===== src/rtl/matvec_pkg.sv =====
// Shared types and width helpers for the matrix-vector multiplier.
package matvec_pkg;

    typedef enum logic [1:0] {
        S_LOAD_W,
        S_LOAD_X,
        S_MAC,
        S_OUT
    } state_t;

    // Accumulator width: full-precision product plus enough headroom to sum
    // n of them without overflow.
    function automatic int acc_width(input int in_w, input int n);
        return 2 * in_w + $clog2(n);
    endfunction

endpackage


===== src/rtl/matvec_mac.sv =====
// Multiply-accumulate datapath with registered result.
// Build option MATVEC_SAT_EN: when defined the result is clamped to the signed
// OUT_W range; otherwise the low OUT_W bits of the accumulator are taken.
module matvec_mac
    import matvec_pkg::*;
#(
    parameter int IN_W  = 14,
    parameter int OUT_W = 28,
    parameter int ACC_W = 30
) (
    input  logic                    clk,
    input  logic                    reset,
    input  logic                    clear,
    input  logic                    en,
    input  logic                    capture,
    input  logic signed [IN_W-1:0]  w_elem,
    input  logic signed [IN_W-1:0]  x_elem,
    output logic signed [OUT_W-1:0] result
);

    logic signed [2*IN_W-1:0] prod;
    logic signed [ACC_W-1:0]  acc;
    logic signed [ACC_W-1:0]  acc_next;
    logic signed [OUT_W-1:0]  result_next;

    assign prod     = w_elem * x_elem;
    assign acc_next = acc + ACC_W'(prod);

`ifdef MATVEC_SAT_EN
    localparam int EXT_W = (ACC_W > OUT_W) ? ACC_W : OUT_W;
    localparam logic signed [EXT_W-1:0] SAT_MAX = EXT_W'({1'b0, {(OUT_W-1){1'b1}}});
    localparam logic signed [EXT_W-1:0] SAT_MIN = ~SAT_MAX;

    logic signed [EXT_W-1:0] acc_ext;

    assign acc_ext = EXT_W'(acc_next);

    // Clamp the finished sum into the representable output range.
    always_comb begin
        result_next = OUT_W'(acc_ext);
        if (acc_ext > SAT_MAX) begin
            result_next = OUT_W'(SAT_MAX);
        end else if (acc_ext < SAT_MIN) begin
            result_next = OUT_W'(SAT_MIN);
        end
    end
`else
    assign result_next = OUT_W'(acc_next);
`endif

    // Accumulator: cleared at the start of each row, one product added per MAC cycle.
    always_ff @(posedge clk) begin
        if (reset) begin
            acc <= '0;
        end else if (clear) begin
            acc <= '0;
        end else if (en) begin
            acc <= acc_next;
        end
    end

    // Result register: captures the row sum on the last MAC step and holds it
    // while the consumer stalls.
    always_ff @(posedge clk) begin
        if (reset) begin
            result <= '0;
        end else if (capture) begin
            result <= result_next;
        end
    end

endmodule


===== src/rtl/matvec_param.sv =====
// N x N signed matrix times N-vector, streamed in and out over valid/ready.
// The matrix is kept between transactions so vector-only requests can reuse it.
// Build option MATVEC_SAT_EN selects saturating output (see matvec_mac).
//
//   state    | meaning
//   ---------+----------------------------------------------------------
//   S_LOAD_W | idle / receiving matrix words row-major (row, col)
//   S_LOAD_X | receiving vector words x[col]
//   S_MAC    | one multiply-accumulate per cycle for the current row
//   S_OUT    | row result presented, waiting for output_ready
module matvec_param
    import matvec_pkg::*;
#(
    parameter int N     = 3,
    parameter int IN_W  = 14,
    parameter int OUT_W = 28
) (
    input  logic                    clk,
    input  logic                    reset,
    input  logic                    input_valid,
    output logic                    input_ready,
    input  logic signed [IN_W-1:0]  input_data,
    input  logic                    input_load_w,
    output logic                    output_valid,
    input  logic                    output_ready,
    output logic signed [OUT_W-1:0] output_data
);

    localparam int ACC_W = acc_width(IN_W, N);
    localparam int IDX_W = $clog2(N);
    localparam logic [IDX_W-1:0] LAST = IDX_W'(N - 1);

    state_t state;
    state_t state_next;

    logic [IDX_W-1:0] row;
    logic [IDX_W-1:0] col;
    logic             w_loaded;

    logic signed [IN_W-1:0] w_mem [N][N];
    logic signed [IN_W-1:0] x_mem [N];

    logic in_fire;
    logic out_fire;
    logic first_word;
    logic reuse_w;
    logic mac_en;
    logic mac_clear;
    logic mac_capture;

    assign in_fire    = input_valid && input_ready;
    assign out_fire   = output_valid && output_ready;
    // Row/col are both zero in S_LOAD_W only when nothing of this transaction
    // has been taken yet, so that is where the load_w sideband is honoured.
    assign first_word = (state == S_LOAD_W) && (row == '0) && (col == '0);
    assign reuse_w    = first_word && !input_load_w && w_loaded;

    // State register.
    always_ff @(posedge clk) begin
        if (reset) begin
            state <= S_LOAD_W;
        end else begin
            state <= state_next;
        end
    end

    // Next-state decode and handshake / datapath strobes.
    always_comb begin
        state_next   = state;
        input_ready  = 1'b0;
        output_valid = 1'b0;
        mac_en       = 1'b0;
        mac_clear    = 1'b0;
        mac_capture  = 1'b0;
        case (state)
            S_LOAD_W: begin
                input_ready = 1'b1;
                if (in_fire) begin
                    if (reuse_w) begin
                        state_next = S_LOAD_X;
                    end else if ((row == LAST) && (col == LAST)) begin
                        state_next = S_LOAD_X;
                    end
                end
            end
            S_LOAD_X: begin
                input_ready = 1'b1;
                if (in_fire && (col == LAST)) begin
                    state_next = S_MAC;
                    mac_clear  = 1'b1;
                end
            end
            S_MAC: begin
                mac_en = 1'b1;
                if (col == LAST) begin
                    mac_capture = 1'b1;
                    state_next  = S_OUT;
                end
            end
            S_OUT: begin
                output_valid = 1'b1;
                if (output_ready) begin
                    if (row == LAST) begin
                        state_next = S_LOAD_W;
                    end else begin
                        state_next = S_MAC;
                        mac_clear  = 1'b1;
                    end
                end
            end
            default: state_next = S_LOAD_W;
        endcase
    end

    // Row/col indices drive both the load addressing and the MAC sequencing.
    always_ff @(posedge clk) begin
        if (reset) begin
            row      <= '0;
            col      <= '0;
            w_loaded <= 1'b0;
        end else begin
            case (state)
                S_LOAD_W: begin
                    if (in_fire) begin
                        if (reuse_w) begin
                            col <= IDX_W'(1);
                        end else begin
                            // A fresh matrix is being written; the old one is gone.
                            if (first_word) begin
                                w_loaded <= 1'b0;
                            end
                            if (col == LAST) begin
                                col <= '0;
                                if (row == LAST) begin
                                    row      <= '0;
                                    w_loaded <= 1'b1;
                                end else begin
                                    row <= row + 1'b1;
                                end
                            end else begin
                                col <= col + 1'b1;
                            end
                        end
                    end
                end
                S_LOAD_X: begin
                    if (in_fire) begin
                        col <= (col == LAST) ? '0 : col + 1'b1;
                    end
                end
                S_MAC: begin
                    col <= (col == LAST) ? '0 : col + 1'b1;
                end
                S_OUT: begin
                    if (out_fire) begin
                        row <= (row == LAST) ? '0 : row + 1'b1;
                    end
                end
                default: ;
            endcase
        end
    end

    // Operand storage: plain flop arrays addressed by the load indices.
    always_ff @(posedge clk) begin
        if (in_fire) begin
            if ((state == S_LOAD_X) || reuse_w) begin
                x_mem[col] <= input_data;
            end else begin
                w_mem[row][col] <= input_data;
            end
        end
    end

    matvec_mac #(
        .IN_W  (IN_W),
        .OUT_W (OUT_W),
        .ACC_W (ACC_W)
    ) u_mac (
        .clk     (clk),
        .reset   (reset),
        .clear   (mac_clear),
        .en      (mac_en),
        .capture (mac_capture),
        .w_elem  (w_mem[row][col]),
        .x_elem  (x_mem[col]),
        .result  (output_data)
    );

endmodule

===== config.mk =====
export PLATFORM = sky130hd
export DESIGN_NAME = matvec_param
export DESIGN_NICKNAME = d
export VERILOG_FILES = /design/src/rtl/matvec_pkg.sv /design/src/rtl/matvec_mac.sv /design/src/rtl/matvec_param.sv
export SDC_FILE = /design/constraint.sdc
export NUM_CORES = 1
export LEC_CHECK = 0
export CORE_MARGIN = 1.5
export CORE_UTILIZATION = 31
export DETAILED_ROUTE_END_ITERATION = 10
export REMOVE_ABC_BUFFERS = 1
export SYNTH_ARGS = -nofsm -noshare
export SYNTH_HDL_FRONTEND = slang
export SYNTH_SLANG_ARGS = --single-unit

===== constraint.sdc =====
create_clock -name clk -period 8 [get_ports clk]
set_clock_uncertainty 0.2 [all_clocks]
set_input_delay 2 -clock clk [delete_from_list [all_inputs] [get_ports clk]]
set_output_delay 2 -clock clk [all_outputs]
set_load 0.05 [all_outputs]

==> impl_metrics.env, run 1 <==
export IMPL_outcome="finished clean"
export IMPL_final_common_cell="inv_1"
export IMPL_path_class="reg2reg"
export IMPL_arrival_ns=7.91
export IMPL_rsz0062_at_grt="no"
export IMPL_worstMarginPinSlew_ns=0.992
export IMPL_dp_slack_ns=0.0274
export IMPL_final_cell_mix="315 x inv_1, 230 x fa_1, 218 x nand2_1"
export IMPL_grt_max_degree=43
export IMPL_worst_setup_path_start_kind="register"
export IMPL_use_met2_pct=25.3
export IMPL_antenna_cells=0
export IMPL_syn_inst=1648
export IMPL_fin_crit_ns=7.67
export IMPL_endpoint_kind="register"
export IMPL_fin_nets=2060
export IMPL_synthFlopType="edfxtp_1"
export IMPL_clk_pin_slew_ns=0.06
export IMPL_cts_buffers=26
export IMPL_grt_pass1_wl_um=69100
export IMPL_synth_cell_types=61
export IMPL_synth_area_leader_cell="edfxtp_1"
export IMPL_syn2layout_area_growth_pct=14.3
export IMPL_synth_async_reset_ratio_pct=0
export IMPL_setup_viol=0
export IMPL_grt_busiest_layer="met2"
export IMPL_synth_seq_area_share_pct=36.2
export IMPL_io_pins=49
export IMPL_drc=0
export IMPL_setup_slack_ns=0.327
export IMPL_synth_top_area_share_pct=28.6
export IMPL_holdCritPathClass="reg2reg"
export IMPL_hold_viol=0
export IMPL_dp_hpwl_um=33500
export IMPL_cts_max_path_buffers=3
export IMPL_seqCellArea_mm2=0.00639
export IMPL_slew_viol_final=0
export IMPL_coreArea_mm2=0.0564
export IMPL_grt_ovfl_total=0
export IMPL_syn_area_mm2=0.0177
export IMPL_first_iter_violations=687
export IMPL_relSlewSlack_pct=33.8
export IMPL_synth_area_leaders="edfxtp_1 29%, fa_1 26%, dfxtp_1 7.6%"
export IMPL_routed_wl_um=43400
export IMPL_rrSetupSlack_ns=0.33
export IMPL_start_util_pct=31.3
export IMPL_yosysWarnings=0
export IMPL_drv_cap=0
export IMPL_drive_gt1_share_pct=8.13
export IMPL_synth_area_per_cell_um2=10.7
export IMPL_cts_root_buf="clkbuf_16"
export IMPL_die_area_mm2=0.0584
export IMPL_cts_tree="built"
export IMPL_use_met1_pct=19.8
export IMPL_htreeDepth=1
export IMPL_use_met3_pct=2.04
export IMPL_gp_congestion=0.876
export IMPL_insertion_delay_ns=0.56
export IMPL_fmax_mhz=130
export IMPL_holdBufCountCts=0
export IMPL_synth_edf_count=168
export IMPL_yosys_register_bits=235
export IMPL_port_buffers=48
export IMPL_post_route_period_util_pct=95.9
export IMPL_numClockSinks=235
export IMPL_critPathRequiredTime_ns=8.24
export IMPL_wire_per_inst_um=17.3
export IMPL_antenna_found_initial=0
export IMPL_dieWidth_um=242
export IMPL_track_usage_pct=14.9
export IMPL_rows=87
export IMPL_viasPerCell=4.73
export IMPL_die_y_um=242
export IMPL_critPathMaxFanout=15
export IMPL_detail_route_antenna_nets=0
export IMPL_multi_input_area_mm2=0.00991
export IMPL_vias=11800
export IMPL_grt_pass1_vias=12500
export IMPL_first_pass_iters=5
export IMPL_fill_cells=5687
==> sequential cells by signal, summed over array words and instances (netlist names), named ones only <==
name,flops
state,2
x_mem,42
w_mem,126
row,2
u_mac.result,28
u_mac.acc,28
w_loaded,1
col,2
==> worst max-delay path: stages, from the launching register on <==
cell,delay [ns]
dfxtp_2,0.38
buf_4,0.28
nand2b_1,0.49
o21ai_0,0.32
o21ai_1,0.18
buf_4,0.21
nor2_1,0.08
fa_1,0.49
inv_1,0.05
fa_1,0.53
inv_1,0.05
fa_1,0.49
inv_1,0.05
fa_1,0.53
inv_1,0.05
fa_1,0.49
fa_1,0.43
ha_1,0.37
a21oi_1,0.17
nand3_1,0.13
nor2_1,0.41
a2111oi_2,0.16
buf_4,0.19
or3_1,0.33
a21oi_1,0.18
xor2_1,0.19
o21ai_0,0.11
==> through the flow <==
stage               cell area, µm²  setup TNS (ns)  hold WS [ns]  utilization [%]  instances
global placement             19400               0         0.244             34.3       2457
floorplan                    17400           -5.83         0.232                -       1591
detailed placement           19400               0         0.248             34.3       2457
finish                       20200               0         0.252             35.8       2503
global route                 20200               0         0.276             35.8       2503
CTS                          20200               0         0.257             35.7       2503
==> synthesized netlist by cell type, types with 3 or more instances <==
cell        n
a211oi_1    5
a21o_1      9
a21oi_1    78
a221o_1     4
a221oi_1    4
a31oi_1     6
and2_1     11
and3_1      6
buf_1       3
buf_2      10
clkbuf_1   44
dfxtp_1    67
edfxtp_1  168
fa_1      230
ha_1       82
inv_1     315
mux2_2      7
mux2i_1    35
mux4_2     14
nand2_1   218
nand2b_1   11
nand3_1    30
nand3b_1    8
nand4_1     7
nor2_1    106
nor2b_1    10
nor3_1      6
nor4_1      4
o211ai_1   10
o21a_1     18
o21ai_0    26
o21ai_1    15
o21bai_1    5
o311ai_1    3
or2_2       3
or3_1       7
or4_1       5
xnor2_1    23
xor2_1      9
==> repair_timing <==
| action | in CTS | in global routing |
|---|---|---|
| setup buffers | 0 | 0 |
| pin swaps | 0 | 0 |
| endpoints found under the setup margin | 1 | 16 |
| resized for setup | 1 | 9 |
==> area by class of cell <==
| type | count | share of cell area [%] |
|---|---|---|
| clock buffer | 36 | 3.46 |
| clock inverter | 10 | 0.496 |
| inverter | 316 | 5.88 |
| multi-input combinational | 1040 | 49.1 |
| sequential | 235 | 31.7 |
| tap | 756 | 4.69 |
| timing repair buffer | 110 | 4.68 |
==> metal layers <==
| layer | part of all wire (%) | up-vias |
|---|---|---|
| li1 | - | 5488 |
| met1 | 44 | 5977 |
| met2 | 48 | 303 |
| met3 | 5.0 | 73 |
| met4 | 2.7 | 0 |
| met5 | 0 | - |
==> final timing paths <==
check                             endpoint  depth (start not counted)                        from
max          u_mac.result[24]$_SDFFE_PP0P_                         26         col[1]$_SDFFE_PP0N_
min             u_mac.acc[14]$_SDFFE_PP0P_                          2  u_mac.acc[14]$_SDFFE_PP0P_
max reg2reg  u_mac.result[24]$_SDFFE_PP0P_                         26         col[1]$_SDFFE_PP0N_
min reg2reg     u_mac.acc[14]$_SDFFE_PP0P_                          2  u_mac.acc[14]$_SDFFE_PP0P_
==> logic make-up after synthesis <==
| family | synth area share [%] |
|---|---|
| simple gates | 11.0 |
| buf+inv | 8.00 |
| fa+ha+maj | 31.9 |
| flops | 36.2 |
| compound gates | 7.10 |
| mux | 4.22 |
| xor+xnor | 1.59 |
Power of run 1 is not shown: default switching activity piles up to over one toggle a cycle in this logic, so the estimate is an artifact.
==> run 2, diff against run 1 <==
--- a/config.mk
+++ b/config.mk
@@ -8,6 +8,7 @@
 export CORE_MARGIN = 1.5
 export CORE_UTILIZATION = 31
 export DETAILED_ROUTE_END_ITERATION = 10
+export PLACE_DENSITY_LB_ADDON = 0.15
 export REMOVE_ABC_BUFFERS = 1
 export SYNTH_ARGS = -nofsm -noshare
 export SYNTH_HDL_FRONTEND = slang
==> run 2 against run 1 <==
  * Cell count grew 0.20%
  * Critical path type unchanged
  * Routed wire length grew 7.7%
  * Largest cell class unchanged
  * Highest routed layer unchanged
  * Global-route usage grew 1.2 points
  * Final area grew 0.74%
  * Register-to-register slack gained 0.07 ns
==> impl_metrics.env, run 2 (same netlist as run 1, synthesis figures left out) <==
export IMPL_worst_setup_path_start_kind="register"
export IMPL_arrival_ns=7.89
export IMPL_wire_per_inst_um=18.6
export IMPL_dp_hpwl_um=36200
export IMPL_cts_buffers=29
export IMPL_setup_viol=0
export IMPL_grt_pass1_wl_um=72600
export IMPL_routed_wl_um=46700
export IMPL_grt_pass1_vias=12400
export IMPL_die_area_mm2=0.0584
export IMPL_top_register="w_mem"
export IMPL_holdCritPathClass="reg2reg"
export IMPL_met3_length_um=1590
export IMPL_top_layer="met4"
export IMPL_endpoint_kind="register"
export IMPL_reg_largest_list="w_mem x126, x_mem x42"
export IMPL_track_usage_pct=16.1
export IMPL_cpPeakStageDelay_ns=0.53
export IMPL_drt_met1_wl_um=22000
export IMPL_critPathRequiredTime_ns=8.29
export IMPL_path_class="reg2reg"
export IMPL_fin_crit_ns=7.60
export IMPL_fmax_mhz=132
export IMPL_drv_cap=0
export IMPL_placed_area_mm2=0.0194
export IMPL_post_route_period_util_pct=95.0
export IMPL_syn2layout_area_growth_pct=15.1
export IMPL_port_buffers=48
export IMPL_hold_slack_ns=0.252
export IMPL_hold_viol=0
export IMPL_die_y_um=242
export IMPL_tns_ns=0
export IMPL_cts_tree="built"
export IMPL_rsz0062_at_grt="no"
export IMPL_vias=11700
export IMPL_grt_ovfl_total=0
export IMPL_fill_cells=5795
export IMPL_io_pins=49
export IMPL_detail_route_antenna_nets=0
export IMPL_seqCellArea_mm2=0.00639
export IMPL_final_common_cell="inv_1"
export IMPL_final_cell_mix="315 x inv_1, 230 x fa_1, 217 x nand2_1"
export IMPL_largest_reg_flops=126
export IMPL_coreArea_mm2=0.0564
export IMPL_antenna_cells=0
export IMPL_multi_input_area_mm2=0.00994
export IMPL_grt_max_degree=43
export IMPL_relSlewSlack_pct=25.6
export IMPL_numClockSinks=235
export IMPL_fin_area_mm2=0.0203
export IMPL_first_iter_violations=554
export IMPL_worstMarginPinSlew_ns=1.12
export IMPL_wl_met2_um=22300
export IMPL_critPathMaxFanout=9
export IMPL_cts_root_buf="clkbuf_16"
export IMPL_clk_pin_slew_ns=0.06
export IMPL_rows=87
export IMPL_viasPerCell=4.67
export IMPL_antenna_found_initial=1
export IMPL_insertion_delay_ns=0.59
export IMPL_cts_setup_buffers=0
export IMPL_dieWidth_um=242
export IMPL_outcome="finished clean"
export IMPL_slew_viol_final=0
export IMPL_fin_nets=2060
export IMPL_htreeDepth=1
export IMPL_first_pass_iters=5
export IMPL_holdCritStartpoint="u_mac.result[4]$_SDFFE_PP0P_"
export IMPL_cts_max_path_buffers=3
export IMPL_drive_gt1_share_pct=8.85
export IMPL_gp_congestion=0.811
export IMPL_holdBufCountCts=0
export IMPL_slowest_stage="fa_1"
export IMPL_critPathMostFrequentCell="fa_1"
export IMPL_drc=0
export IMPL_start_util_pct=31.3
==> run 2: worst paths after layout <==
kind	end	slack, ns	cells past startpoint
min	u_mac.result[4]$_SDFFE_PP0P_	0.25	2
max	u_mac.result[27]$_SDFFE_PP0P_	0.40	27
min reg2reg	u_mac.result[4]$_SDFFE_PP0P_	0.25	2
max reg2reg	u_mac.result[27]$_SDFFE_PP0P_	0.40	27
==> run 2: cell type report <==
class,instances,share of cell area [%]
clock inverters,19,0.800
flip-flops and latches,235,31.4
clock buffers,35,3.73
repair buffers,107,4.64
multi-input cells,1040,48.9
well taps,756,4.65
inverters,316,5.84
==> run 2: stage by stage <==
step	utilization, %	std cells	setup slack [ns]
after floorplan	-	1591	-0.533
after global placement	34.3	2454	0.216
after detailed placement	34.3	2454	0.170
after CTS	36.0	2508	0.145
after global routing	36.0	2508	0.0116
final	36.0	2508	0.399
==> run 2: worst max-delay path, delay by kind of cell (launching register included) <==
family                     cells  cell delay, ns
adders and majority gates      7            3.32
AOI/OAI and AO/OA              6            1.31
and+or+nand+nor                5            0.77
xor gates and xnor gates       1            0.19
buffers and inverters          7            0.76
muxes                          1            0.51
DFF                            1            0.42
==> run 2: layer usage <==
layer | up-vias | track usage [%]
met5 | - | 0
met3 | 50 | 2.10
met4 | 0 | 3.37
met2 | 179 | 27.0
li1 | 5487 | -
met1 | 6000 | 22.3
==> run 2: what timing repair did <==
action,4_1_cts,5_1_grt
endpoints found under the setup margin,0,11
resized for setup,0,13
endpoints found under the hold margin,0,0
Power of run 2 is left out for the same reason.
==> run 3, diff against run 2 <==
--- a/config.mk
+++ b/config.mk
@@ -5,8 +5,9 @@
 export SDC_FILE = /design/constraint.sdc
 export NUM_CORES = 1
 export LEC_CHECK = 0
+export ABC_AREA = 1
 export CORE_MARGIN = 1.5
-export CORE_UTILIZATION = 31
+export CORE_UTILIZATION = 58
 export DETAILED_ROUTE_END_ITERATION = 10
 export PLACE_DENSITY_LB_ADDON = 0.15
 export REMOVE_ABC_BUFFERS = 1
==> run 3 against run 2 <==
  * Fmax grew 0.11%
  * Setup slack gained 0.0084 ns
  * Register-to-register slack is essentially flat
  * Core utilization grew 29 points
  * Global-route usage grew 12 points
  * Final area grew 0.62%
  * Non-clock buffer count shrank 14
  * Critical path depth shrank 1
  * Synthesized cell count grew 23%
  * Critical endpoint is now u_mac.acc[21]$_SDFFE_PP0P_
==> impl_metrics.env, run 3 <==
export IMPL_grt_ovfl_total=0
export IMPL_drive_gt1_share_pct=7.73
export IMPL_worstRegToRegCells=26
export IMPL_grt_max_degree=46
export IMPL_rows=65
export IMPL_coreArea_mm2=0.0316
export IMPL_reg_largest_list="w_mem x126, x_mem x42"
export IMPL_outcome="finished clean"
export IMPL_slowest_stage="dfxtp_2"
export IMPL_hold_viol=0
export IMPL_wire_per_inst_um=17.8
export IMPL_synth_top_family_by_area="adder cells"
export IMPL_antenna_cells=0
export IMPL_final_common_cell="inv_1"
export IMPL_grt_pass1_vias=13900
export IMPL_synth_compound_area_share_pct=6.66
export IMPL_htreeDepth=1
export IMPL_dp_hpwl_um=33600
export IMPL_cts_root_buf="clkbuf_16"
export IMPL_cts_tree="built"
export IMPL_clk_pin_slew_ns=0.06
export IMPL_yosys_area_share_adder_pct=30.3
export IMPL_port_buffers=48
export IMPL_syn_area_mm2=0.0186
export IMPL_holdPathStages=2
export IMPL_track_usage_pct=28.6
export IMPL_worst_setup_path_start_kind="register"
export IMPL_slew_viol_final=0
export IMPL_synth_area_leader_cell="edfxtp_1"
export IMPL_holdCritStartpoint="u_mac.result[1]$_SDFFE_PP0P_"
export IMPL_synth_area_leaders="edfxtp_1 27%, fa_1 25%, inv_1 11%"
export IMPL_grt_pass1_wl_um=73300
export IMPL_insertion_delay_ns=0.56
export IMPL_critPathMostFrequentCell="inv_1"
export IMPL_gp_congestion=0.935
export IMPL_fin_nets=2408
export IMPL_largest_reg_flops=126
export IMPL_setup_slack_ns=0.407
export IMPL_top_register="w_mem"
export IMPL_drv_cap=0
export IMPL_first_iter_violations=998
export IMPL_synth_cell_types=38
export IMPL_setup_viol=0
export IMPL_holdCritPathClass="reg2reg"
export IMPL_arrival_ns=7.83
export IMPL_fmax_mhz=132
export IMPL_synth_most_common_cell="inv_1"
export IMPL_cpLargestDelayFamily="adder cells"
export IMPL_die_area_mm2=0.0331
export IMPL_syn_inst=2020
export IMPL_endpoint_kind="register"
export IMPL_final_cell_mix="525 x inv_1, 351 x nand2_1, 230 x fa_1"
export IMPL_critPathRequiredTime_ns=8.24
export IMPL_syn2layout_area_growth_pct=9.99
export IMPL_fin_area_mm2=0.0205
export IMPL_synthMuxAreaShare_pct=2.54
export IMPL_yosys_area_share_simple_pct=12.9
export IMPL_routed_wl_um=44500
export IMPL_cpPeakStageDelay_ns=0.66
export IMPL_drc=0
export IMPL_fin_crit_ns=7.59
export IMPL_dp_slack_ns=0.454
export IMPL_min_to="u_mac.result[1]$_SDFFE_PP0P_"
export IMPL_numClockSinks=235
export IMPL_tns_ns=0
export IMPL_post_route_period_util_pct=94.9
export IMPL_io_pins=49
export IMPL_placed_area_mm2=0.0196
export IMPL_worstMarginPinSlew_ns=1.14
export IMPL_dieWidth_um=182
export IMPL_viasPerCell=5.31
export IMPL_rsz0062_at_grt="no"
export IMPL_cts_buffers=26
export IMPL_start_util_pct=58.9
export IMPL_relSlewSlack_pct=24.1
export IMPL_yosysWarnings=0
export IMPL_detail_route_antenna_nets=0
export IMPL_synth_async_reset_ratio_pct=0
export IMPL_synth_edf_count=168
export IMPL_synth_common_cells="525 x inv_1, 352 x nand2_1, 230 x fa_1, 168 x edfxtp_1, 120 x a21oi_1"
export IMPL_yosys_register_bits=235
export IMPL_die_y_um=182
export IMPL_synth_seq_area_share_pct=34.3
export IMPL_cts_max_path_buffers=3
export IMPL_hold_slack_ns=0.260
export IMPL_rrSetupSlack_ns=0.41
export IMPL_first_pass_iters=5
export IMPL_synth_area_per_cell_um2=9.20
export IMPL_antenna_found_initial=0
export IMPL_crit_buf_inv=8
export IMPL_path_class="reg2reg"
export IMPL_synthXorXnorAreaFrac_pct=0.424
export IMPL_critPathMaxFanout=20
export IMPL_synth_top_area_share_pct=27.1
export IMPL_synthFlopType="edfxtp_1"
export IMPL_vias=13300
export IMPL_reg2reg_to="u_mac.acc[21]$_SDFFE_PP0P_"
export IMPL_holdBufCountCts=0
[run 3: cell count changes in the layout (fill, tap and decap cells not counted), sizes merged, moves of 14 or more]
cell / change
inv: +228
nand2: +134
o21ai: +47
a21oi: +42
nand3: +36
mux2: +35
mux2i: -35
xnor2: -20
o21a: -18
buf: -15
mux4: -14
nor2: +14
[run 3: worst register-to-register path, stage by stage, from the launching register on]
cell and delay (ns):
dfxtp_2 0.66, mux2_2 0.41, o21ai_0 0.18, nand3_1 0.39, nand2_1 0.30, buf_4 0.29
inv_1 0.19, fa_1 0.53, inv_1 0.06, fa_1 0.53, inv_1 0.05, fa_1 0.49
fa_1 0.49, fa_1 0.53, inv_1 0.05, fa_1 0.47, inv_1 0.04, ha_1 0.35
nand2_1 0.11, nor2_1 0.14, inv_1 0.10, nor2_1 0.23, nand4_1 0.26, nand4_1 0.20
nand3_1 0.09, o211ai_1 0.10, inv_1 0.06
[run 3: through the flow]
stage / util (%) / cells
4_1_cts: 64.8 / 2499
6_report: 64.8 / 2499
3_3_place_gp: 62.1 / 2451
3_5_place_dp: 62.1 / 2451
5_1_grt: 64.8 / 2499
2_1_floorplan: - / 1956
[run 3: kinds of logic (layout without fill, tap and decap cells)]
logic type	Yosys count	after routing
flops	235	235
buf+inv	610	687
xor+xnor	9	9
simple gates	578	578
compound gates	234	234
fa+ha+maj	312	312
mux	42	42
[run 3: final cells by class]
| cell class | count | area [µm²] |
|---|---|---|
| Sequential cell | 235 | 6390 |
| Fill cell | 2587 | 11100 |
| Inverter | 546 | 2050 |
| Multi-Input combinational cell | 1175 | 9830 |
| Clock buffer | 27 | 654 |
| Tap cell | 402 | 503 |
| Clock inverter | 21 | 205 |
| Timing Repair Buffer | 93 | 818 |
[run 3: worst max-delay path by stage]
| stage | endpoint | slack [ns] | cells after the start |
|---|---|---|---|
| global route | u_mac.acc[21]$_SDFFE_PP0P_ | 0.04 | 26 |
| CTS | u_mac.result[21]$_SDFFE_PP0P_ | 0.43 | 25 |
| floorplan | u_mac.result[26]$_SDFFE_PP0P_ | 0.39 | 24 |
| global placement | u_mac.acc[26]$_SDFFE_PP0P_ | 0.54 | 27 |
| detailed placement | u_mac.acc[26]$_SDFFE_PP0P_ | 0.45 | 25 |
| finish | u_mac.acc[21]$_SDFFE_PP0P_ | 0.41 | 26 |
[run 3: routing by layer]
metal / vias to the layer above / track usage [%] / routed length, µm
met5: - / 0 / 0
met4: 0 / 6.71 / 1010
met3: 72 / 4.71 / 2990
met2: 430 / 48.1 / 21400
met1: 6490 / 39.1 / 19100
li1: 6284 / - / -
[run 3: what timing repair did]
item | CTS | global route
setup buffers | 0 | 0
gates resized for setup | 0 | 1
setup endpoints to repair | 0 | 8
Power of run 3 is left out for the same reason.
==> edit 1: new RTL, flow settings as in run 3 <==
Build with the macro `MATVEC_SAT_EN` defined.
--- a/src/rtl/matvec_mac.sv
+++ b/src/rtl/matvec_mac.sv
@@ -1,6 +1,8 @@
 // Multiply-accumulate datapath with registered result.
 // Build option MATVEC_SAT_EN: when defined the result is clamped to the signed
 // OUT_W range; otherwise the low OUT_W bits of the accumulator are taken.
+`define MATVEC_SAT_EN
+
 module matvec_mac
     import matvec_pkg::*;
 #(
Check against the original RTL: same outputs for any inputs over 10 cycles, from zero or initial values and one cycle with reset high; that may be too few to reach the edited logic, so the function may still have changed.
==> edit 1 against run 3 <==
Sequential share of layout area fell by 1.1 points; wire length rose by 0.90%; area after synthesis rose by 4.2%; sequential cell count rose by 2; setup slack improved by 0.13 ns; design area rose by 4.3%; largest cell class unchanged; critical path type unchanged; non-clock buffer count rose by 6; final cell count rose by 3.9%; first-iteration DRC count fell by 15%.
Power is left out: the tool's default activity adds up to more than one toggle a clock period on the data nets, which glitch-free logic cannot reach.
==> edit 1: results (changes against run 3) <==
Route
  • Met1 Wirelength: 19,800 um (+3.8%)
  • Met3 WL: 2390 um (-20%)
  • DR WL met2: 21,500 um (+0.58%)
  • Vias per cell: 5.24 (-1.3%)
  • Initial drt markers: 851 (-15%)
  • Post-Route WL: 44,900 um (+0.90%)

Critical path
  • Critical path's slowest cell: nand3_1
  • CP Max Fanout: 24 (+20%)
  • Crit path largest cell delay: 0.56 ns (-0.10 ns)
  • Worst EP arrival: 7.69 ns (-0.14 ns)

Status
  • Outcome: complete, no violations

CTS
  • CTS Sinks: 237 (+0.85%)
  • Later-pin clock latency in the skew report: 0.54 ns (-0.02 ns)
  • CTS HTree Levels: 1 (unchanged)

Cells and area
  • Multi-In Gates: 1,233 (+4.9%)
  • Inverters: 538 (-1.5%)
  • Fillers: 2,741 (+6.0%)
  • Area delta synth->final: 10.2%
  • Top flop regs: w_mem: 126 flops, x_mem: 42 flops, u_mac.acc: 30 flops
  • Layout cell share with drive strength beyond 1: 0.102 (+0.0249)
  • Clock-cell share: 0.0388 (-0.00320)
  • Clock buffer cells: 34 (+26%)
  • Non-clock buffering overhead: 0.0422 (+0.00222)
  • Nets: 2,485 (+3.2%)
  • Multi-input combinational area share: 0.497 (+0.0164)

Logic synthesis
  • Adder-Cell Fraction of Synth Area: 0.309 (+0.00639)
  • XOR/XNOR Fraction of Synth Area: 0.0154 (+0.0111)
  • Mux contribution to synthesized area: 0.0244 (-0.00102)
  • Compound-Gate Fraction of Synth Area: 0.0749 (+0.00833)
  • Post-synth cell types: 41 (+7.9%)
  • Cells taking the most area after synthesis: edfxtp_1 (26%), fa_1 (25%), inv_1 (10%)
  • Fraction of registers with async set/reset: 0 (unchanged)
  • Sequential element share of the synthesized area: 0.332 (-0.0116)
  • Top cells by count, synth: inv_1 (531), nand2_1 (353), fa_1 (246)
  • Syn. warnings: 0 (unchanged)

Hold path
  • Hold crit path type: register to register

Global route
  • Largest net degree at the start of global routing: 79 (+72%)
  • First-pass GRT wire length: 74,600 um (+1.8%)
  • Vias in the first global route: 14,400 (+4.0%)
  • GRT Total Usage: 0.281 (-0.00502)

Placement
  • Placed inst area: 20,500 um^2 (+4.6%)
  • Post-Place Worst Slack: 0.458 ns (+0.00364 ns)
  • Detailed placement HPWL: 34,600 um (+3.0%)

Floorplanning
  • Die width: 186 um (+2.0%)

STA
  • Slew HR: 0.221 (-0.0200)
[edit 1: changes by cell type after synthesis, moves of 17 or more]
cell and change:
o21ai_0 +61, o21ai_1 -36, nand2_2 +32, a21oi_2 +24, nand3_1 -24, clkbuf_1 +17
[edit 1: stage by stage]
step                cells  setup TNS (ns)  hold WS, ns
CTS                  2596               0        0.262
finish               2596               0        0.264
global placement     2549               0        0.252
detailed placement   2549               0        0.254
global route         2596               0        0.288
floorplan            2008           -6.21        0.241
[edit 1: worst min-delay path: cells and delay by family (launching register included)]
kind               cells  cell delay (ns)
DFF                    1             0.31
AOI/OAI and AO/OA      1             0.05
and+or+nand+nor        1             0.06
[edit 1: metal layers]
| layer | vias to the layer above | global-route usage |
|---|---|---|
| met5 | - | 0 |
| met4 | 0 | 0.0723 |
| met3 | 77 | 0.0313 |
| met2 | 347 | 0.471 |
| met1 | 6764 | 0.392 |
| li1 | 6420 | - |
[edit 1: path summary, 6_finish.rpt]
check,end,slack (ns),start,depth (start not counted)
max,u_mac.result[5]$_SDFFE_PP0P_,0.53,col[0]$_SDFFE_PP0N_,31
min,u_mac.acc[5]$_SDFFE_PP0P_,0.26,u_mac.acc[5]$_SDFFE_PP0P_,2
max reg2reg,u_mac.result[5]$_SDFFE_PP0P_,0.53,col[0]$_SDFFE_PP0N_,31
min reg2reg,u_mac.acc[5]$_SDFFE_PP0P_,0.26,u_mac.acc[5]$_SDFFE_PP0P_,2
[edit 1: logic make-up (layout without fill, tap and decap cells)]
logic type	after synthesis	in the layout
simple gates	564	564
compound gates	262	262
mux	42	42
buf+inv	605	684
xor+xnor	34	34
fa+ha+maj	331	331
flops	237	237
[edit 1: timing repair]
| item | in CTS | in global routing |
|---|---|---|
| hold endpoints to repair | 0 | 0 |
| resized for setup | 0 | 3 |
| endpoints found under the setup margin | 0 | 24 |
==> edit 2: new RTL, flow settings as in run 3 <==
Made on the original files. Reset style: asynchronous (`reset`), changed in 4 clocked blocks.
--- a/src/rtl/matvec_mac.sv
+++ b/src/rtl/matvec_mac.sv
@@ -49,7 +49,7 @@
 `endif
 
     // Accumulator: cleared at the start of each row, one product added per MAC cycle.
-    always_ff @(posedge clk) begin
+    always_ff @(posedge clk or posedge reset) begin
         if (reset) begin
             acc <= '0;
         end else if (clear) begin
@@ -61,7 +61,7 @@
 
     // Result register: captures the row sum on the last MAC step and holds it
     // while the consumer stalls.
-    always_ff @(posedge clk) begin
+    always_ff @(posedge clk or posedge reset) begin
         if (reset) begin
             result <= '0;
         end else if (capture) begin
--- a/src/rtl/matvec_param.sv
+++ b/src/rtl/matvec_param.sv
@@ -56,7 +56,7 @@
     assign reuse_w    = first_word && !input_load_w && w_loaded;
 
     // State register.
-    always_ff @(posedge clk) begin
+    always_ff @(posedge clk or posedge reset) begin
         if (reset) begin
             state <= S_LOAD_W;
         end else begin
@@ -113,7 +113,7 @@
     end
 
     // Row/col indices drive both the load addressing and the MAC sequencing.
-    always_ff @(posedge clk) begin
+    always_ff @(posedge clk or posedge reset) begin
         if (reset) begin
             row      <= '0;
             col      <= '0;
Function: same outputs for any inputs over 10 cycles, from zero or initial values and one cycle with reset high; that may be too few to reach the edited logic, so the function may still have changed.
==> edit 2 against run 3 <==
Setup slack improved by 0.0080 ns; design area fell by 1.8%; sequential cell count fell by 4; area after synthesis fell by 1.3%; final cell count fell by 3.4%; via count fell by 4.0%; wire length fell by 2.9%; global-route usage fell by 0.61 points.
Power is left out: the tool's default activity adds up to more than one toggle a clock period on the data nets, which glitch-free logic cannot reach.
==> edit 2: results (changes against run 3) <==
Logic synthesis
  • Post-synth cell types: 40 (+5.3%)
  • Syn. warnings: 0 (unchanged)
  • Cells taking the most area after synthesis: edfxtp_1 (27%), fa_1 (25%), nand2_1 (11%)
  • Fraction of registers with async set/reset: 0.273 (+0.273)
  • Number of flops mapped to enable cells by yosys: 168 (unchanged)
  • Sequential element share of the synthesized area: 0.361 (+0.0174)
  • Synth Flop Type: edfxtp_1
  • Top cells by count, synth: nand2_1 (554), inv_1 (429), fa_1 (230)

CTS
  • Clock Path Buffers: 3 (unchanged)
  • Post-CTS Setup Bufs: 0 (unchanged)
  • Total CTS buffers: 25 (-3.8%)
  • Post_cts resized: 0 (unchanged)
  • Worst-path clk slew: 0.06 ns (about the same)
  • CTS HTree Levels: 1 (unchanged)

STA
  • Slew HR: 0.344 (+0.103)
  • Final Critical Period: 7.59 ns (-0.00796 ns)

Global route
  • Vias in the first global route: 13,400 (-3.4%)
  • GRT Total Usage: 0.280 (-0.00606)
  • First-pass GRT wire length: 71,000 um (-3.2%)
  • Initial antenna violation count: 0 (unchanged)
  • Largest net degree at the start of global routing: 64 (+39%)

Placement
  • Placed inst area: 19,200 um^2 (-2.0%)
  • GPL Wtd Cong: 0.923 (-1.2%)
  • Post-Place Worst Slack: 0.435 ns (-0.0193 ns)
  • Detailed placement HPWL: 33,000 um (-1.7%)
  • Input/output buffers: 48 (unchanged)

Critical path
  • Crit path largest cell delay: 0.59 ns (-0.07 ns)
  • CP Max Fanout: 14 (-30%)
  • Worst EP arrival: 7.82 ns (about the same)
  • Critical path's slowest cell: dfrtp_1

Route
  • Per-cell routed wire length: 17.9 um (+0.49%)
  • Drt pass-1 iters: 5 (unchanged)
  • Initial drt markers: 821 (-18%)
  • Via count: 12,700 (-4.0%)

Cells and area
  • Nets: 2,331 (-3.2%)
  • Layout cell share with drive strength beyond 1: 0.0649 (-0.0124)
  • Top flop regs: w_mem: 126 flops, x_mem: 42 flops
  • # diodes: 0 (unchanged)
  • Max reg flops: 126 (unchanged)

Hold path
  • Hold crit path type: register to register

Status
  • Outcome: complete, no violations
==> edit 2: layout make-up <==
class                   instances  area, um^2
flip-flops and latches        231        6620
multi-input cells            1214        9670
clock inverters                20         248
repair buffers                 78         718
inverters                     450        1690
fillers                      2480       10700
clock buffers                  26         639
well taps                     396         495
==> edit 2: metal layers <==
layer  share of wire  track usage  routed length, um  up-vias
li1                -            -                  -     6040
met5               0            0                  0        -
met4           0.029       0.0803               1260        0
met2            0.48        0.470              20800      317
met3           0.053       0.0454               2300       81
met1            0.44        0.378              18800     6310
==> edit 2: worst paths after layout <==
path | startpoint | endpoint | depth (start not counted)
setup / recovery | col[1]$_DFFE_PP0P_ | u_mac.acc[21]$_DFFE_PP0P_ | 26
hold / removal | u_mac.result[21]$_DFFE_PP0P_ | u_mac.result[21]$_DFFE_PP0P_ | 2
setup reg to reg | col[1]$_DFFE_PP0P_ | u_mac.acc[21]$_DFFE_PP0P_ | 26
hold reg to reg | u_mac.result[21]$_DFFE_PP0P_ | u_mac.result[21]$_DFFE_PP0P_ | 2
max in group asynchronous | reset | u_mac.acc[0]$_DFFE_PP0P_ | 3
min in group asynchronous | reset | u_mac.acc[22]$_DFFE_PP0P_ | 3
==> edit 2: cell families after synthesis <==
kind of cell,Yosys count,share of synthesized area
and+or+nand+nor,783,0.181
buffers and inverters,506,0.113
adders and majority gates,312,0.307
DFF,231,0.361
AOI/OAI and AO/OA,108,0.0334
xor gates and xnor gates,11,0.00525
==> edit 2: stage by stage <==
step	instances	util	hold slack, ns
after floorplan	1895	-	0.249
after global placement	2369	0.623	0.260
after detailed placement	2369	0.623	0.265
after CTS	2415	0.652	0.281
after global routing	2415	0.652	0.295
final	2415	0.652	0.275
